[config.mk]
export PLATFORM = sky130hd
export DESIGN_NAME = bmp_pixel_unpack_flat
export DESIGN_NICKNAME = d
export VERILOG_FILES = /design/src/rtl/bmp_pixel_unpack_if.sv /design/src/rtl/bmp_pixel_unpack.sv /design/src/flat_wrapper.sv
export SDC_FILE = /design/constraint.sdc
export NUM_CORES = 1
export LEC_CHECK = 0
export BUFFER_PORTS_ARGS = -buffer_cell sky130_fd_sc_hd__buf_4
export CORE_ASPECT_RATIO = 1.1
export CORE_MARGIN = 2
export CORE_UTILIZATION = 60
export CTS_CLUSTER_SIZE = 8
export DETAILED_ROUTE_END_ITERATION = 10
export PLACE_DENSITY = 0.86
export SYNTH_ARGS = -nofsm -noshare
export SYNTH_HDL_FRONTEND = slang
export SYNTH_SLANG_ARGS = --single-unit
[constraint.sdc]
create_clock -name clk -period 7.2 [get_ports clk]
set_input_delay 1.44 -clock clk [delete_from_list [all_inputs] [get_ports clk]]
set_output_delay 1.44 -clock clk [all_outputs]
set_load 0.01 [all_outputs]
[src/rtl/bmp_pixel_unpack_if.sv]
// Stream interface of the BMP pixel unpacker: SD read words in, RGB565 pixels out.
// The master drives start/in_valid/in_data; the slave (the unpacker) drives everything else.
interface bmp_pixel_unpack_if #(
  parameter int unsigned ADDR_W = 20
) ();
  logic              start;
  logic              in_valid;
  logic [15:0]       in_data;
  logic              pix_valid;
  logic [15:0]       pix_data;
  logic [ADDR_W-1:0] pix_addr;
  logic              pix_last;
  logic              busy;
  logic              done;

  modport master (
    output start, in_valid, in_data,
    input  pix_valid, pix_data, pix_addr, pix_last, busy, done
  );

  modport slave (
    input  start, in_valid, in_data,
    output pix_valid, pix_data, pix_addr, pix_last, busy, done
  );
endinterface

[src/rtl/bmp_pixel_unpack.sv]
// Parses a 24-bit bottom-up BMP byte stream (two bytes per word) into RGB565 pixels
// with top-down raster addresses, skipping the file header and per-row padding.
module bmp_pixel_unpack #(
  parameter int unsigned HDR_BYTES = 54,
  parameter int unsigned IMG_W     = 1024,
  parameter int unsigned IMG_H     = 768,
  parameter int unsigned ADDR_W    = 20
) (
  input logic               clk,
  input logic               rst,
  bmp_pixel_unpack_if.slave bus
);

  localparam int unsigned Stride = ((IMG_W * 3 + 3) / 4) * 4;
  localparam int unsigned Pad    = Stride - IMG_W * 3;
  localparam int unsigned HdrW   = (HDR_BYTES > 1) ? $clog2(HDR_BYTES) : 1;
  localparam int unsigned XW     = (IMG_W > 1) ? $clog2(IMG_W) : 1;
  localparam int unsigned YW     = (IMG_H > 1) ? $clog2(IMG_H) : 1;

  localparam logic [HdrW-1:0]   HdrLast  = HdrW'(HDR_BYTES - 1);
  localparam logic [XW-1:0]     XLast    = XW'(IMG_W - 1);
  localparam logic [YW-1:0]     YLast    = YW'(IMG_H - 1);
  localparam logic [1:0]        PadLast  = 2'(Pad - 1);
  localparam logic [ADDR_W-1:0] RowBase0 = ADDR_W'((IMG_H - 1) * IMG_W);
  localparam logic [ADDR_W-1:0] RowStep  = ADDR_W'(IMG_W);

  typedef enum logic [2:0] {StIdle, StHeader, StPixel, StPad, StDone} state_e;

  state_e              state_q, state_d;
  logic [HdrW-1:0]     hdr_cnt_q, hdr_cnt_d;
  logic [1:0]          bidx_q, bidx_d;
  logic [4:0]          b_q, b_d;
  logic [5:0]          g_q, g_d;
  logic [XW-1:0]       x_q, x_d;
  logic [YW-1:0]       y_q, y_d;
  logic [ADDR_W-1:0]   row_base_q, row_base_d;
  logic [1:0]          pad_cnt_q, pad_cnt_d;

  logic                pix_valid_q, pix_valid_d;
  logic [15:0]         pix_data_q, pix_data_d;
  logic [ADDR_W-1:0]   pix_addr_q, pix_addr_d;
  logic                pix_last_q, pix_last_d;
  logic                busy_q, busy_d;
  logic                done_q, done_d;

  logic [7:0]          byt;
  logic                unused_byt_bits;

  assign unused_byt_bits = ^byt[1:0];

  // Both bytes of a word are walked in order; the second byte sees the state left by the first.
  always_comb begin
    state_d     = state_q;
    hdr_cnt_d   = hdr_cnt_q;
    bidx_d      = bidx_q;
    b_d         = b_q;
    g_d         = g_q;
    x_d         = x_q;
    y_d         = y_q;
    row_base_d  = row_base_q;
    pad_cnt_d   = pad_cnt_q;
    pix_valid_d = 1'b0;
    pix_data_d  = pix_data_q;
    pix_addr_d  = pix_addr_q;
    pix_last_d  = pix_last_q;
    busy_d      = busy_q;
    done_d      = 1'b0;
    byt         = 8'h00;

    if (bus.start) begin
      state_d    = (HDR_BYTES == 0) ? StPixel : StHeader;
      hdr_cnt_d  = '0;
      bidx_d     = '0;
      b_d        = '0;
      g_d        = '0;
      x_d        = '0;
      y_d        = '0;
      row_base_d = RowBase0;
      pad_cnt_d  = '0;
      busy_d     = 1'b1;
    end else if (bus.in_valid) begin
      for (int i = 0; i < 2; i++) begin
        byt = (i == 0) ? bus.in_data[15:8] : bus.in_data[7:0];
        case (state_d)
          StHeader: begin
            if (hdr_cnt_d == HdrLast) begin
              state_d = StPixel;
            end else begin
              hdr_cnt_d = hdr_cnt_d + 1'b1;
            end
          end
          StPixel: begin
            if (bidx_d == 2'd0) begin
              b_d    = byt[7:3];
              bidx_d = 2'd1;
            end else if (bidx_d == 2'd1) begin
              g_d    = byt[7:2];
              bidx_d = 2'd2;
            end else begin
              bidx_d      = 2'd0;
              pix_valid_d = 1'b1;
              pix_data_d  = {byt[7:3], g_d, b_d};
              pix_addr_d  = row_base_d + ADDR_W'(x_d);
              pix_last_d  = (x_d == XLast) && (y_d == YLast);
              if (x_d == XLast) begin
                x_d = '0;
                if (Pad != 0) begin
                  state_d   = StPad;
                  pad_cnt_d = '0;
                end else if (y_d == YLast) begin
                  state_d = StDone;
                  done_d  = 1'b1;
                  busy_d  = 1'b0;
                end else begin
                  y_d        = y_d + 1'b1;
                  row_base_d = row_base_d - RowStep;
                end
              end else begin
                x_d = x_d + 1'b1;
              end
            end
          end
          StPad: begin
            if (pad_cnt_d == PadLast) begin
              if (y_d == YLast) begin
                state_d = StDone;
                done_d  = 1'b1;
                busy_d  = 1'b0;
              end else begin
                state_d    = StPixel;
                y_d        = y_d + 1'b1;
                row_base_d = row_base_d - RowStep;
              end
            end else begin
              pad_cnt_d = pad_cnt_d + 1'b1;
            end
          end
          default: ;
        endcase
      end
    end
  end

  always_ff @(posedge clk) begin
    if (rst) begin
      state_q     <= StIdle;
      hdr_cnt_q   <= '0;
      bidx_q      <= '0;
      b_q         <= '0;
      g_q         <= '0;
      x_q         <= '0;
      y_q         <= '0;
      row_base_q  <= '0;
      pad_cnt_q   <= '0;
      pix_valid_q <= 1'b0;
      pix_data_q  <= '0;
      pix_addr_q  <= '0;
      pix_last_q  <= 1'b0;
      busy_q      <= 1'b0;
      done_q      <= 1'b0;
    end else begin
      state_q     <= state_d;
      hdr_cnt_q   <= hdr_cnt_d;
      bidx_q      <= bidx_d;
      b_q         <= b_d;
      g_q         <= g_d;
      x_q         <= x_d;
      y_q         <= y_d;
      row_base_q  <= row_base_d;
      pad_cnt_q   <= pad_cnt_d;
      pix_valid_q <= pix_valid_d;
      pix_data_q  <= pix_data_d;
      pix_addr_q  <= pix_addr_d;
      pix_last_q  <= pix_last_d;
      busy_q      <= busy_d;
      done_q      <= done_d;
    end
  end

  assign bus.pix_valid = pix_valid_q;
  assign bus.pix_data  = pix_data_q;
  assign bus.pix_addr  = pix_addr_q;
  assign bus.pix_last  = pix_last_q;
  assign bus.busy      = busy_q;
  assign bus.done      = done_q;

endmodule

[src/flat_wrapper.sv]
// flat-port wrapper written by rule: the top's interface ports become plain ports
module bmp_pixel_unpack_flat 
#(
  parameter int unsigned HDR_BYTES = 54,
  parameter int unsigned IMG_W     = 1024,
  parameter int unsigned IMG_H     = 768,
  parameter int unsigned ADDR_W    = 20
)
  (clk, rst, bus_start, bus_in_valid, bus_in_data, bus_pix_valid, bus_pix_data, bus_pix_addr, bus_pix_last, bus_busy, bus_done);
  bmp_pixel_unpack_if #(.ADDR_W(ADDR_W)) bus_i ();
  input logic clk;
  input logic rst;
  input wire logic [$bits(bus_i.start)-1:0] bus_start;
  input wire logic [$bits(bus_i.in_valid)-1:0] bus_in_valid;
  input wire logic [$bits(bus_i.in_data)-1:0] bus_in_data;
  output wire logic [$bits(bus_i.pix_valid)-1:0] bus_pix_valid;
  output wire logic [$bits(bus_i.pix_data)-1:0] bus_pix_data;
  output wire logic [$bits(bus_i.pix_addr)-1:0] bus_pix_addr;
  output wire logic [$bits(bus_i.pix_last)-1:0] bus_pix_last;
  output wire logic [$bits(bus_i.busy)-1:0] bus_busy;
  output wire logic [$bits(bus_i.done)-1:0] bus_done;
  assign bus_i.start = bus_start;
  assign bus_i.in_valid = bus_in_valid;
  assign bus_i.in_data = bus_in_data;
  assign bus_pix_valid = bus_i.pix_valid;
  assign bus_pix_data = bus_i.pix_data;
  assign bus_pix_addr = bus_i.pix_addr;
  assign bus_pix_last = bus_i.pix_last;
  assign bus_busy = bus_i.busy;
  assign bus_done = bus_i.done;
  bmp_pixel_unpack #(.HDR_BYTES(HDR_BYTES), .IMG_W(IMG_W), .IMG_H(IMG_H), .ADDR_W(ADDR_W)) u_core (.clk(clk), .rst(rst), .bus(bus_i));
endmodule
==> impl_metrics.ini, run 1 <==
[run_status]
outcome = completed

[drt]
viasPerCell = 7.04
drc = 0
firstDrtPassIters = 6
first_iter_violations = 918
detail_route.wl_per_cell_microns = 19.9
wl_microns = 20200
detail-route-antenna-nets = 0
vias = 7161

[placement]
placed_cell_area_sq_mm = 0.00678
gp_congestion = 1.04
dp_hpwl_microns = 13900
port_buffers = 55
placed_cells = 1001

[logic_synthesis]
synthCells = 864
synth-async-reset-ratio = 0
yosysTopAreaCell = dfxtp_1
avgSynthCellArea_sq_um = 7.44
yosysWarnings = 0
synth-edff-count = 0
syn_nets = 894
yosys_most_used_dff = dfxtp_1
syn_area_sq_mm = 0.00643
ys_ff_latch = 94
synth_area_leaders = dfxtp_1, nor2_1, nand2_1, a21oi_1, o21ai_0
synth.distinct_cells = 85
seq_area_frac_synth = 0.293
synth.top_cell.area_share = 0.293

[clock_network]
cts_tree = yes
cts_buffer_depth = 2
cts_root_buffer = clkbuf_16
clkLatencyLatePin_ns = 0.36
cts.clk_slew.worst_paths_ns = 0.07
cts.sinks = 94
cts_buffers = 9
ctsHtreeMaxLevel = 3
ctsHoldBuffers = 0
post_cts_resized = 0
postCtsSetupRepairBufs = 0

[global_route]
grt_pass1_wl_microns = 32500
antenna_found_initial = 0
grt_max_degree = 52
first_global_vias = 6621
grt_overflow_total = 0
grt_usage = 0.353

[worst_setup_path]
r2r_start = u_core.bidx_q[1]$_SDFFE_PP0P_
crit_arrival_ns = 5.10
path_cells = and4bb_1 -> nand4_2 -> a21oi_1 -> nand2_1 -> nand2_1 -> ha_1 -> inv_1 -> o31ai_2 -> nor3_1 -> nor4b_1 -> a211oi_1
r2r_slack_ns = 2.32
critical-path-max-stage-delay_ns = 0.82
crit_end = u_core.row_base_q[14]$_SDFFE_PP0P_
cp_max_fo = 19
cp_common_cell = nand2_1
crit_required_ns = 7.42
cp-startpoint = u_core.bidx_q[1]$_SDFFE_PP0P_
ff2ff_path_depth = 11
cp-start-kind = register
crit_path_top_delay_cell = and4bb_1
path_buf_inv = 1
crit_type = register to register
critical_path.top_delay_family = simple AND/OR/NAND/NOR gates
worst_setup_path_end_kind = register
regToRegEndpoint = u_core.row_base_q[14]$_SDFFE_PP0P_
worstSetupPathDepth = 11

[final_layout]
antenna_cells = 0
fin_area_sq_mm = 0.00708
area_delta_synth_final_pct = 10.2
final_cells = 1017
final_layout_size_suffix_gt1_frac = 0.122
nNetsFinal = 899

[timing]
fmax_ghz = 0.205
finalMaxSlewViolations = 0
hold_violations = 0
skew_ns = 0.0117
period_minus_slack_ns = 4.88
worstMarginPinSlew_ns = 0.923
post-route-period-util = 0.677
setup_tns_ns = 0
setup_viol = 0
relSlewSlack = 0.382
rsz0062_at_grt = false

[pwr]
p_leak_nw = 2.48
power_w = 0.00113
peakVddDrop_uv = 118
cellPowerDensity_mw_per_mm2 = 160

[worst_hold_path]
hp-class = register to register

[die]
core.rowCount = 39
die_height_microns = 113
core_area_sq_mm = 0.0104
dieArea_sq_mm = 0.0116
initial_utilization = 0.619
die_w_microns = 103
io_pins = 60

[flow_run]
max_cap_viol_count = 0
[layout by cell type (no fill, tap or decap), types with 6 or more instances in the layout]
| cell type | count |
|---|---|
| buf_4 | 63 |
| inv_1 | 20 |
| xor2_1 | 12 |
| nand4_1 | 20 |
| a211oi_1 | 28 |
| o21a_1 | 6 |
| nor2_1 | 105 |
| xnor2_1 | 22 |
| o211ai_1 | 7 |
| or3_1 | 6 |
| nand2_1 | 87 |
| o22ai_1 | 35 |
| ha_1 | 10 |
| mux2i_1 | 12 |
| nor3_1 | 19 |
| nand3_1 | 34 |
| o21ai_0 | 45 |
| and3_1 | 6 |
| o31ai_1 | 8 |
| a31oi_1 | 19 |
| dfxtp_1 | 94 |
| clkbuf_16 | 9 |
| a21oi_1 | 63 |
| and4_1 | 9 |
| a22oi_1 | 9 |
| nor4_1 | 6 |
[logic make-up after synthesis]
logic type,after synthesis,share of synthesized area
mux,13,0.0204
buf+inv,89,0.0582
xor+xnor,34,0.0463
compound gates,284,0.300
flops,94,0.293
simple gates,340,0.263
fa+ha+maj,10,0.0195
[registers in the layout (all words and copies together) (netlist names)]
| register | flops |
|---|---|
| u_core.bus.pix_last | 1 |
| u_core.row_base_q | 10 |
| u_core.bus.busy | 1 |
| u_core.bus.done | 1 |
| u_core.bidx_q | 2 |
| u_core.bus.pix_data | 16 |
| u_core.y_q | 10 |
| u_core.pad_cnt_q | 2 |
| u_core.b_q | 5 |
| u_core.x_q | 10 |
| u_core.g_q | 6 |
| u_core.bus.pix_valid | 1 |
| u_core.state_q | 3 |
| u_core.hdr_cnt_q | 6 |
| u_core.bus.pix_addr | 20 |
[tightest hold or removal path, cell delays in order, from the launching register on]
cell and delay [ns]:
dfxtp_1 0.31, nand2_1 0.05, a21oi_1 0.05
[final cells by class]
class                      instances  area, sq um
clock inverter                     7         75.1
multi-input combinational        681         4180
tap                              143          179
clock buffer                       9          225
sequential                        94         1880
fill                             870         3310
inverter                          20         75.1
timing repair buffer              63          473
[stage by stage]
stage	hold WS, ns	worst slack [ns]	utilization
floorplan	0.432	3.84	-
global placement	0.443	2.71	0.653
detailed placement	0.447	2.50	0.653
CTS	0.459	2.50	0.682
global route	0.472	2.00	0.682
finish	0.458	2.32	0.682
[synth_stat cells (4+ instances only)]
| cell | count |
|---|---|
| a211oi_1 | 28 |
| a21oi_1 | 63 |
| a222oi_1 | 4 |
| a22oi_1 | 9 |
| a31oi_1 | 19 |
| and2_1 | 5 |
| and3_1 | 6 |
| and4_1 | 9 |
| buf_1 | 4 |
| buf_2 | 10 |
| clkbuf_1 | 49 |
| dfxtp_1 | 94 |
| ha_1 | 10 |
| inv_1 | 20 |
| mux2i_1 | 12 |
| nand2_1 | 87 |
| nand3_1 | 34 |
| nand3b_1 | 4 |
| nand4_1 | 20 |
| nand4b_1 | 5 |
| nor2_1 | 106 |
| nor2b_1 | 5 |
| nor3_1 | 19 |
| nor4_1 | 6 |
| nor4b_1 | 4 |
| o2111ai_1 | 4 |
| o211ai_1 | 7 |
| o21a_1 | 6 |
| o21ai_0 | 45 |
| o221a_2 | 5 |
| o22ai_1 | 35 |
| o311ai_0 | 5 |
| o31ai_1 | 8 |
| or2_2 | 5 |
| or3_1 | 6 |
| xnor2_1 | 22 |
| xor2_1 | 12 |
[how the worst min path moves through the flow]
stage	from	depth (start not counted)	to
final	u_core.bus.pix_data[1]$_SDFFE_PP0P_	2	u_core.bus.pix_data[1]$_SDFFE_PP0P_
after global routing	u_core.b_q[4]$_SDFFE_PP0P_	2	u_core.bus.pix_data[4]$_SDFFE_PP0P_
after CTS	u_core.b_q[4]$_SDFFE_PP0P_	2	u_core.bus.pix_data[4]$_SDFFE_PP0P_
after detailed placement	u_core.b_q[0]$_SDFFE_PP0P_	2	u_core.bus.pix_data[0]$_SDFFE_PP0P_
after global placement	u_core.bus.pix_data[2]$_SDFFE_PP0P_	2	u_core.bus.pix_data[2]$_SDFFE_PP0P_
after floorplan	u_core.b_q[0]$_SDFFE_PP0P_	2	u_core.bus.pix_data[0]$_SDFFE_PP0P_
[power breakdown]
part / internal, W / switching [W] / leakage, nW
combinational: 0.0000372 / 0.0000729 / 1.57
sequential: 0.000526 / 0.0000131 / 0.761
clock: 0.000247 / 0.000237 / 0.145
total: 0.000810 / 0.000323 / 2.48
[per-layer routing]
| layer | GRT usage | wire length [microns] | part of all wire | up-vias |
|---|---|---|---|---|
| li1 | - | - | - | 3263 |
| met1 | 0.453 | 7910 | 0.39 | 3324 |
| met2 | 0.561 | 9340 | 0.46 | 490 |
| met3 | 0.0735 | 2110 | 0.10 | 84 |
| met4 | 0.167 | 830 | 0.041 | 0 |
| met5 | 0 | 0 | 0 | - |
No activity file was read; power rests on OpenSTA's default activity.
==> inputs of run 2 (changes only) <==
--- a/config.mk
+++ b/config.mk
@@ -8,10 +8,10 @@
 export BUFFER_PORTS_ARGS = -buffer_cell sky130_fd_sc_hd__buf_4
 export CORE_ASPECT_RATIO = 1.1
 export CORE_MARGIN = 2
-export CORE_UTILIZATION = 60
+export CORE_UTILIZATION = 55
 export CTS_CLUSTER_SIZE = 8
 export DETAILED_ROUTE_END_ITERATION = 10
-export PLACE_DENSITY = 0.86
+export PLACE_DENSITY = 0.84
 export SYNTH_ARGS = -nofsm -noshare
 export SYNTH_HDL_FRONTEND = slang
 export SYNTH_SLANG_ARGS = --single-unit
==> constraint.sdc (replaced) <==
create_clock -name clk -period 4.1 [get_ports clk]
set_input_delay 0.82 -clock clk [delete_from_list [all_inputs] [get_ports clk]]
set_output_delay 0.82 -clock clk [all_outputs]
set_load 0.01 [all_outputs]
==> run 2 against run 1 <==
Setup slack got worse by 1.8 ns. Global-route usage decreased by 3.2 points. Non-clock buffer count increased by 31. First-iteration DRC count decreased by 3.8%.
==> impl_metrics.ini, run 2 (synthesis gave the netlist of run 1 again) <==
[run_status]
outcome = completed

[worst_setup_path]
cp_max_fo = 10
path_cells = ha_1 -> and4_1 -> nand3_1 -> o21ai_0 -> buf_4 -> a21oi_1 -> ha_1 -> o2111ai_1 -> a211o_1 -> a311oi_2 -> xnor2_1 -> a221o_1 -> a21oi_1
r2r_slack_ns = 0.49
crit_path_top_delay_cell = dfxtp_1
r2r_start = u_core.y_q[0]$_SDFFE_PP0P_
crit_type = register to register
crit_arrival_ns = 3.89
critical-path-max-stage-delay_ns = 0.39
crit_required_ns = 4.38
regToRegEndpoint = u_core.row_base_q[16]$_SDFFE_PP0P_
crit_end = u_core.row_base_q[16]$_SDFFE_PP0P_
ff2ff_path_depth = 13
worst_setup_path_end_kind = register
cp-start-kind = register
cp-startpoint = u_core.y_q[0]$_SDFFE_PP0P_

[global_route]
antenna_found_initial = 0
first_global_vias = 6594
grt_overflow_total = 0
grt_pass1_wl_microns = 32900
grt_usage = 0.320
grt_max_degree = 52

[drt]
detail_route.wl_per_cell_microns = 19.2
drc = 0
wl_microns = 20200
first_iter_violations = 883
detail-route-antenna-nets = 0
viasPerCell = 6.76
vias = 7127
firstDrtPassIters = 6

[clock_network]
cts_root_buffer = clkbuf_16
ctsHtreeMaxLevel = 3
cts.clk_slew.worst_paths_ns = 0.07
post_cts_resized = 0
cts_buffer_depth = 2
cts.sinks = 94
ctsHoldBuffers = 0
cts_tree = yes
cts_buffers = 9
clkLatencyLatePin_ns = 0.35
postCtsSetupRepairBufs = 0

[placement]
port_buffers = 55
gp_congestion = 1.01
dp_hpwl_microns = 14000

[timing]
setup_tns_ns = 0
timing.hold.ws_ns = 0.456
worstMarginPinSlew_ns = 0.913
post-route-period-util = 0.879
finalMaxSlewViolations = 0
rsz0062_at_grt = false
hold_violations = 0
period_minus_slack_ns = 3.61
setup_viol = 0
skew_ns = 0.00623
relSlewSlack = 0.392
fmax_ghz = 0.277

[final_layout]
fillers = 1000
final_cell_mix = nor2_1, dfxtp_1, buf_4
antenna_cells = 0
final_layout_size_suffix_gt1_frac = 0.150
area_delta_synth_final_pct = 14.1
seqCellArea_sq_mm = 0.00188
multi_input_area_sq_mm = 0.00418
final_common_cell = nor2_1
nNetsFinal = 930
largest_reg_flops = 20

[die]
core_area_sq_mm = 0.0114
dieArea_sq_mm = 0.0126
core.rowCount = 41
initial_utilization = 0.562
io_pins = 60
die_w_microns = 107
die_height_microns = 117

[pwr]
p_leak_nw = 2.64
cellPowerDensity_mw_per_mm2 = 275
peakVddDrop_uv = 238

[worst_hold_path]
hp-class = register to register
min_from = u_core.bus.pix_data[2]$_SDFFE_PP0P_

[flow_run]
max_cap_viol_count = 0
## run 2: stage by stage
step	area, sq um	power (W)	instances	setup WS, ns	utilization
after CTS	7340	0.00201	1055	0.576	0.641
after floorplan	6430	0.00109	864	0.740	-
final	7340	0.00202	1055	0.495	0.641
after detailed placement	7040	0.00116	1039	0.606	0.615
after global routing	7340	0.00208	1055	0.215	0.641
after global placement	7040	0.00116	1039	0.655	0.615
## run 2: how the worst min path moves through the flow
stage	endpoint	cells past startpoint
after detailed placement	u_core.bus.pix_data[4]$_SDFFE_PP0P_	2
final	u_core.bus.pix_data[2]$_SDFFE_PP0P_	2
after CTS	u_core.bus.pix_data[2]$_SDFFE_PP0P_	2
after global routing	u_core.bus.pix_data[1]$_SDFFE_PP0P_	2
after floorplan	u_core.bus.pix_data[0]$_SDFFE_PP0P_	2
after global placement	u_core.bus.pix_data[4]$_SDFFE_PP0P_	2
## run 2: power by group
part | switching, W | internal [W]
combinational | 0.000130 | 0.0000729
sequential | 0.0000208 | 0.000924
clock | 0.000388 | 0.000483
## run 2: routing by layer
metal / vias to the layer above / part of all wire / track usage
li1: 3324 / - / -
met1: 3323 / 0.41 / 0.426
met2: 390 / 0.45 / 0.494
met3: 90 / 0.088 / 0.0556
met4: 0 / 0.045 / 0.164
met5: - / 0 / 0
## run 2: final cells by class
type / count / area share
multi-input cells: 681 / 0.569
flip-flops and latches: 94 / 0.256
inverters: 20 / 0.0102
repair buffers: 94 / 0.0979
well taps: 150 / 0.0256
clock inverters: 5 / 0.00921
clock buffers: 11 / 0.0317
## run 2: critical path: cells and delay by family, from the launching register on
| kind | cells | cell delay [ns] |
|---|---|---|
| AO/OA/AOI/OAI | 7 | 1.77 |
| XOR/XNOR | 1 | 0.10 |
| adder cells (fa/ha/maj) | 2 | 0.60 |
| buffers and inverters | 1 | 0.24 |
| flip-flops | 1 | 0.39 |
| AND/OR/NAND/NOR | 2 | 0.43 |
